### config.mk
export PLATFORM = sky130hd
export DESIGN_NAME = ps2_host_tx
export DESIGN_NICKNAME = d
export VERILOG_FILES = /design/src/rtl/ps2_pkg.sv /design/src/rtl/ps2_line_sync.sv /design/src/rtl/ps2_host_tx.sv
export SDC_FILE = /design/constraint.sdc
export NUM_CORES = 1
export LEC_CHECK = 0
export ABC_AREA = 1
export CORE_UTILIZATION = 60
export CTS_CLUSTER_SIZE = 40
export DETAILED_ROUTE_END_ITERATION = 6
export GPL_TIMING_DRIVEN = 0
export PLACE_DENSITY = 0.91
export SLEW_MARGIN = 20
export SYNTH_ARGS = -nofsm -noshare
export SYNTH_HDL_FRONTEND = slang
export SYNTH_HIERARCHICAL = 1
export SYNTH_SLANG_ARGS = --single-unit
export TNS_END_PERCENT = 30
### constraint.sdc
create_clock -name iClk -period 5 [get_ports iClk]
set_input_delay 1 -clock iClk [delete_from_list [all_inputs] [get_ports iClk]]
set_output_delay 1 -clock iClk [all_outputs]
set_load 0.1 [all_outputs]
### src/rtl/ps2_pkg.sv
// Shared PS/2 definitions: transmitter state encoding, frame layout and
// common command/response bytes used by the host TX and scan-code RX paths.
package ps2_pkg;

    typedef logic [2:0] ps2_state_t;

    localparam ps2_state_t ST_IDLE      = 3'd0;
    localparam ps2_state_t ST_INHIBIT   = 3'd1;
    localparam ps2_state_t ST_REQUEST   = 3'd2;
    localparam ps2_state_t ST_SHIFT     = 3'd3;
    localparam ps2_state_t ST_ACK       = 3'd4;
    localparam ps2_state_t ST_WAIT_IDLE = 3'd5;

    localparam logic PS2_START_BIT = 1'b0;
    localparam logic PS2_STOP_BIT  = 1'b1;
    localparam logic PS2_ACK_BIT   = 1'b0;

    localparam logic [7:0] PS2_CMD_SET_LED   = 8'hED;
    localparam logic [7:0] PS2_CMD_TYPEMATIC = 8'hF3;
    localparam logic [7:0] PS2_CMD_RESET     = 8'hFF;
    localparam logic [7:0] PS2_RSP_ACK       = 8'hFA;
    localparam logic [7:0] PS2_RSP_RESEND    = 8'hFE;

    localparam int PS2_FRAME_BITS = 10;
    localparam int PS2_CNT_W      = 20;

    typedef logic [PS2_FRAME_BITS-1:0] ps2_frame_t;

    // Stop bit, odd parity, data; the start bit is driven separately before the first fall.
    function automatic ps2_frame_t ps2MakeFrame(input logic [7:0] data);
        return {PS2_STOP_BIT, ~^data, data};
    endfunction

endpackage

### src/rtl/ps2_line_sync.sv
// Two-flop synchronizer for the raw PS/2 clock and data pins, with a
// falling-edge strobe on the synchronized clock.
module ps2_line_sync (
    input  logic iClk,
    input  logic iReset_n,
    input  logic iPs2Clk,
    input  logic iPs2Data,
    output logic oClk,
    output logic oData,
    output logic oClkFall
);

    logic [1:0] clkSync;
    logic [1:0] dataSync;
    logic       clkPrev;

    // NOTE: reset to the idle-high bus level so leaving reset never fakes a fall.
    always_ff @(posedge iClk or negedge iReset_n) begin
        if (!iReset_n) begin
            clkSync  <= 2'b11;
            dataSync <= 2'b11;
            clkPrev  <= 1'b1;
        end else begin
            clkSync  <= {clkSync[0], iPs2Clk};
            dataSync <= {dataSync[0], iPs2Data};
            clkPrev  <= clkSync[1];
        end
    end

    assign oClk     = clkSync[1];
    assign oData    = dataSync[1];
    assign oClkFall = clkPrev & ~clkSync[1];

endmodule

### src/rtl/ps2_host_tx.sv
// Host-to-device PS/2 command transmitter: inhibit, request-to-send, clocked
// shift-out of one byte, device ACK check, and a watchdog over the device phase.
module ps2_host_tx
    import ps2_pkg::*;
#(
    parameter int unsigned INHIBIT_CYCLES = 5000,
    parameter int unsigned REQUEST_CYCLES = 50,
    parameter int unsigned TIMEOUT_CYCLES = 850000
) (
    input  logic       iClk,
    input  logic       iReset_n,
    input  logic       iSend,
    input  logic [7:0] iData,
    input  logic       iPs2Clk,
    input  logic       iPs2Data,
    output logic       oPs2ClkOe,
    output logic       oPs2DataOe,
    output logic       oBusy,
    output logic       oDone,
    output logic       oError
);

    localparam logic [PS2_CNT_W-1:0] INHIBIT_LAST = PS2_CNT_W'(INHIBIT_CYCLES - 1);
    localparam logic [PS2_CNT_W-1:0] REQUEST_LAST = PS2_CNT_W'(REQUEST_CYCLES - 1);
    localparam logic [PS2_CNT_W-1:0] TIMEOUT_LAST = PS2_CNT_W'(TIMEOUT_CYCLES - 1);

    logic clkSync;
    logic dataSync;
    logic clkFall;

    ps2_line_sync uSync (
        .iClk     (iClk),
        .iReset_n (iReset_n),
        .iPs2Clk  (iPs2Clk),
        .iPs2Data (iPs2Data),
        .oClk     (clkSync),
        .oData    (dataSync),
        .oClkFall (clkFall)
    );

    ps2_state_t           state;
    logic [PS2_CNT_W-1:0] cnt;
    logic [3:0]           bitCnt;
    ps2_frame_t           frame;

    always_ff @(posedge iClk or negedge iReset_n) begin
        if (!iReset_n) begin
            state  <= ST_IDLE;
            cnt    <= '0;
            bitCnt <= '0;
            frame  <= '1;
            oDone  <= 1'b0;
            oError <= 1'b0;
        end else begin
            oDone  <= 1'b0;
            oError <= 1'b0;
            case (state)
                ST_IDLE: begin
                    if (iSend) begin
                        frame  <= ps2MakeFrame(iData);
                        cnt    <= '0;
                        bitCnt <= '0;
                        state  <= ST_INHIBIT;
                    end
                end
                ST_INHIBIT: begin
                    if (cnt == INHIBIT_LAST) begin
                        cnt   <= '0;
                        state <= ST_REQUEST;
                    end else begin
                        cnt <= cnt + 1'b1;
                    end
                end
                ST_REQUEST: begin
                    if (cnt == REQUEST_LAST) begin
                        cnt   <= '0;
                        state <= ST_SHIFT;
                    end else begin
                        cnt <= cnt + 1'b1;
                    end
                end
                default: begin
                    // Device-clocked phase: the watchdog wins over a coincident fall.
                    if (cnt == TIMEOUT_LAST) begin
                        oError <= 1'b1;
                        state  <= ST_IDLE;
                    end else begin
                        cnt <= cnt + 1'b1;
                        case (state)
                            ST_SHIFT: begin
                                if (clkFall) begin
                                    bitCnt <= bitCnt + 4'd1;
                                    // Fall 1 replaces the start bit with data bit 0 already in frame[0].
                                    if (bitCnt != 4'd0) frame <= {PS2_STOP_BIT, frame[PS2_FRAME_BITS-1:1]};
                                    if (bitCnt == 4'd9) state <= ST_ACK;
                                end
                            end
                            ST_ACK: begin
                                if (clkFall) begin
                                    bitCnt <= bitCnt + 4'd1;
                                    if (dataSync == PS2_ACK_BIT) begin
                                        state <= ST_WAIT_IDLE;
                                    end else begin
                                        oError <= 1'b1;
                                        state  <= ST_IDLE;
                                    end
                                end
                            end
                            ST_WAIT_IDLE: begin
                                if (clkSync && dataSync) begin
                                    oDone <= 1'b1;
                                    state <= ST_IDLE;
                                end
                            end
                            default: state <= ST_IDLE;
                        endcase
                    end
                end
            endcase
        end
    end

    // NOTE: defaults first so no state leaves an enable unassigned (no latch).
    always_comb begin
        oPs2ClkOe  = 1'b0;
        oPs2DataOe = 1'b0;
        case (state)
            ST_INHIBIT: oPs2ClkOe = 1'b1;
            ST_REQUEST: begin
                oPs2ClkOe  = 1'b1;
                oPs2DataOe = ~PS2_START_BIT;
            end
            ST_SHIFT:   oPs2DataOe = (bitCnt == 4'd0) ? ~PS2_START_BIT : ~frame[0];
            default:    ;
        endcase
    end

    assign oBusy = (state != ST_IDLE);

endmodule
## Word-level counts from Yosys, hierarchy flattened

Index checks and enable logic that the tools add are counted.
W data, S select, Z words.

- Add/sub/neg operators: 2
- Equal/unequal tests: 18
- Multiplexer cells: 39
- Bitwise operators: 4
- Reductions and logical operators: 17

Operators by type and width:

| operator | number |
|---|---|
| $mux W20 | 4 |
| $pmux W20 S3 | 1 |
| $mux W10 | 5 |
| $mux W3 | 9 |
| $add A20 B1 Y20 const B | 1 |
| $eq A20 B13 Y1 const B | 1 |
| $eq A20 B20 Y1 const B | 1 |
| $eq A20 B6 Y1 const B | 1 |
| $pmux W10 S2 | 1 |
| $pmux W3 S3 | 2 |
| $mux W4 | 4 |
| $ne A6 B3 Y1 const B | 2 |
| $mux W1 | 11 |
| $pmux W4 S2 | 1 |
| $reduce_bool A2 Y1 | 4 |
| $reduce_xnor A8 Y1 | 1 |
| $reduce_and A7 Y1 | 1 |
| $eq A3 B2 Y1 const B | 2 |
| $eq A3 B3 Y1 const B | 2 |
| $ne A2 B2 Y1 const B | 3 |
| $ne A6 B5 Y1 const B | 1 |
| $ne A6 B6 Y1 const B | 1 |
| $reduce_and A6 Y1 | 1 |
| $reduce_and A5 Y1 | 1 |
| other kinds (16) | 19 |

- Flip-flop bits (word level): 44
- Input bits: 13
- Output and inout port bits: 5
- Word-level logic and storage cells: 89

## Logic depth before layout (Yosys ltp)

- Word-level depth: 6
- Mapped depth: 12
- Gate-level depth less buffers: 12

## Cells and area by module

The synthesis kept the hierarchy.

By module, submodules not included:

| module | times used | cells an instance | area an instance (µm²) |
|---|---|---|---|
| ps2_host_tx | 1 | 429 | 2969.1 |
| ps2_line_sync | 1 | 7 | 141.4 |

## Least setup slack after synthesis

Ideal clock, no wire load.

- Kind: register -> output
- From: register state[0]
- To: output port oPs2DataOe
- Arrival time: 2.995 ns
- Required time: 4.000 ns
- Setup slack: 1.005 ns
- Cell stages (with the launch flop): 3
- Path buffers: 1
- Cells stage by stage: dfrtp_1 buf_2 a311oi_1

- Cells in the longest elaborated chain, start to end: 2
- Elaborated cells between the ends (all ways): 3

RTL lines:

| what | RTL line | text |
|---|---|---|
| start, declared | ps2_host_tx.sv:41 | `ps2_state_t state;` |
| start signal, assigned | ps2_host_tx.sv:48 | `state <= ST_IDLE;` |
| start signal, assigned | ps2_host_tx.sv:63 | `state <= ST_INHIBIT;` |
| start signal, assigned | ps2_host_tx.sv:69 | `state <= ST_REQUEST;` |
| $eq A3 B2 Y1 | ps2_host_tx.sv:127 | `case (state)` |
| $pmux W1 S2 (*) | ps2_host_tx.sv:127 |  |
| end, declared | ps2_host_tx.sv:17 | `output logic oPs2DataOe,` |

Mark *: on every way between the ends. The rest lies on a longest branch, timed or not.

## Final worst setup path

- From: register state[0]
- To: output port oBusy

- Cells in the longest elaborated chain, start to end: 1

RTL lines:

| what | RTL line | text |
|---|---|---|
| $reduce_bool A3 Y1 | ps2_host_tx.sv:138 | `assign oBusy = (state != ST_IDLE);` |
| end, declared | ps2_host_tx.sv:18 | `output logic oBusy,` |

Every way passes these cells.

==> metrics.md <==
| Metric | Value |
|---|---|
| Status | `finished clean` |
| Routed WL | `8.520 mm` |
| Crit path launch | `state[0]$_DFFE_PN0P_` |
| Worst Path Max Fanout | `10` |
| Syn nets | `between 400 and 500` |
| Worst r2r src | `cnt[0]$_DFFE_PN0P_` |
| Gpl congestion | `1.019` |
| Fmax | `0.2811 GHz` |
| Ratio of cells with drive above 1 in the final layout | `approximately 16%` |
| Initial antenna violation count | `0` |
| Post-cts resize count | `0` |
| VDD IR-drop max | `0.0004216 V` |
| Mapped cell area | `3110 um2` |
| Std cell rows | `25` |
| Slowest CP cell | `clkdlybuf4s50_1` |
| Total number of vias | `3093` |
| Pwr dens | `483.7 nW/um2` |
| Setup ws final | `~1400 ps` |
| DR iter-0 viols | `417` |
| Synth-to-Final Area Change | `11.63%` |
| Clock buffer depth | `2` |
| WP buf/inv | `3` |
| Post-CTS Setup Bufs | `0` |
| Root Driver | `clkbuf_8` |
| Top cell type by total area after synthesis | `dfrtp_1` |
| Die ar. | `around 5500 um2` |
| # DRC | `0` |
| Fillers | `401` |
| Vias in the first global route | `2734` |
| WS Path Type | `flip-flop to primary output` |
| Setup tns final | `0 ps` |
| CP arrival | `2560 ps` |
| Total power | `1.679 mW` |
| Fin crit period | `3558 ps` |
| Max-Cap Viols | `0` |
| CP Data Required Time | `~4000 ps` |
| CP dominant cell by count | `buf_2` |
| Post-synth top area share | `23.33%` |
| Critical path depth | `5` |
| Largest stage delay, worst path | `1190 ps` |
| Post-Syn Instances | `436` |
| Crit start category | `flip-flop` |
| Top post-synthesis cells by area | `dfrtp_1 (23%), nand2_1 (15%), dfstp_2 (12%), nand3_1 (7.2%), nor2_1 (6.4%)` |
| Flops & latches, synth | `43` |
| Antenna Nets Post-Route | `0` |
| DR pass1 iterations | `6` |
| Ys Warns | `6` |
| Setup WS pre-CTS | `approximately 1800 ps` |
| Worst-Margin Slew | `964.7 ps` |
| CTS tree | `built` |
| Starting Density | `64.15%` |
| Global-route wire length before repair | `13.37 mm` |
| Number of CTS-inserted buffers | `5` |
| Reg2Reg Setup Slack | `2830 ps` |
| Hold WC Path Type | `flip-flop to flip-flop` |
| Detailed-placement wirelength estimate | `6.501 mm` |
| Final period util | `71.16%` |
| R2R Path End | `cnt[18]$_DFFE_PN0P_` |
| Chip height | `around 74 um` |
| I/O pin count | `18` |
| Final hold vios | `0` |
| Hold Worst Slack | `359.5 ps` |
| DR WL/cell | `16.11 um` |
| Max-slew headroom at the worst pin | `a little over a third` |
| H-Tree Depth | `2` |
| Top delay family on crit path | `buffers and inverters` |
| GRT Residual Overflow | `0` |
| CP endpoint kind | `primary output` |
| Layout net count | `479` |
| Ant diodes | `0` |
| CP endpoint | `oBusy` |
| Worst reg-to-reg path cell count | `9` |
| DR vias/cell | `5.847` |
| Clk Latency, worst-skew pair | `310 ps` |
| Crit-path cells | `buf_2 -> nor2_4 -> nand2_4 -> buf_2 -> clkdlybuf4s50_1` |
| # hold bufs at CTS | `0` |
| Largest net degree at the start of global routing | `27` |
| Leak | `1.641 nW` |
| Sequential area share after synthesis | `35.16%` |
| Core area | `a little under 5000 um2` |
| Yosys cell types | `38` |
| Tot GR Track Use | `32.95%` |
| Clk sinks | `43` |
| Clock transition at the registers of the reported paths | `90 ps` |
| Die W | `74 um` |
| Fin. max-slew vios | `0` |
| Clock Skews | `between 9 and 10 ps` |
| Input/output buffers | `17` |
| Final setup fails | `0` |
| RSZ-0062 raised after global routing | `false` |
| Syn_area_per_cell | `7.134 um2` |
==> per-layer routing <==
layer	routed length, um	vias up	track usage, %
met1	3666	1452	45.82
met3	702	19	5.962
met2	3972	168	52.63
met4	178	0	9.615
met5	0	-	0
li1	-	1454	-
==> sequential cells by signal (all words and copies together) (netlist names) <==
register and cells:
bitCnt 4, cnt 20, frame 9, oDone 1
oError 1, state 3, uSync/clkPrev 1, uSync/clkSync 2
uSync/dataSync 2
==> synth_stat cells (all sizes together) <==
master	instances
mux2i	8
a311oi	1
nor2	63
and2	1
xor2	5
o311ai	2
nand2	136
buf	9
nand3b	1
or2	1
dfrtp	29
dfstp	14
inv	49
nand2b	2
o211ai	4
nand3	47
xnor2	5
nand4	14
a21oi	4
ha	5
o21ai	24
nor3	12
==> worst min path at each step <==
stage | endpoint | cells past startpoint | startpoint | slack [ps]
2_1_floorplan | uSync/clkSync[1]$_DFF_PN1_ | 0 | uSync/clkSync[0]$_DFF_PN1_ | 350
3_3_place_gp | uSync/clkSync[1]$_DFF_PN1_ | 0 | uSync/clkSync[0]$_DFF_PN1_ | 350
3_5_place_dp | uSync/clkSync[1]$_DFF_PN1_ | 0 | uSync/clkSync[0]$_DFF_PN1_ | 350
4_1_cts | uSync/clkSync[1]$_DFF_PN1_ | 0 | uSync/clkSync[0]$_DFF_PN1_ | 360
5_1_grt | uSync/clkSync[1]$_DFF_PN1_ | 0 | uSync/clkSync[0]$_DFF_PN1_ | 360
6_report | uSync/clkSync[1]$_DFF_PN1_ | 0 | uSync/clkSync[0]$_DFF_PN1_ | 360
==> per-stage QoR <==
stage	cell area, um2	utilization (%)	instances
floorplan	3110	-	436
global placement	3364	69.39	520
detailed placement	3379	69.70	521
CTS	3472	71.61	529
global route	3472	71.61	529
finish	3472	71.61	529
==> area by class of cell <==
cell class / count / area [um2] / area share [%]
multi-input cells: 335 / 1767 / 50.88
flip-flops and latches: 43 / 1094 / 31.50
repair buffers: 18 / 185.2 / 5.333
clock inverters: 3 / 23.77 / 0.6847
inverters: 49 / 183.9 / 5.297
well taps: 67 / 83.83 / 2.414
plain buffers: 9 / 66.31 / 1.910
clock buffers: 5 / 68.82 / 1.982
==> power breakdown <==
group,switching [mW],internal [mW]
clock,0.140,0.100
combinational,0.643,0.275
sequential,0.0771,0.444
total,0.860,0.819
==> placed cells by master (no fill, tap or decap), drive strengths merged, types with 8 or more instances in the layout <==
cell type | synthesis | layout
nand2 | 136 | 136
nor2 | 63 | 63
o21ai | 24 | 24
nand3 | 47 | 47
nor3 | 12 | 12
dfrtp | 29 | 29
mux2i | 8 | 8
nand4 | 14 | 14
buf | 9 | 11
clkdlybuf4s50 | 0 | 16
inv | 49 | 50
dfstp | 14 | 14
==> cell families (layout without fill, tap and decap cells) <==
group                      after synthesis  in the layout  share of synthesized area (%)
and+or+nand+nor                        277            277                          41.63
buffers and inverters                   58             84                          8.044
DFF                                     43             43                          35.16
AOI/OAI and AO/OA                       35             35                          7.764
xor gates and xnor gates                10             10                          2.816
muxes                                    8              8                          2.575
adders and majority gates                5              5                          2.011
Power figures use the tool's default switching activity.
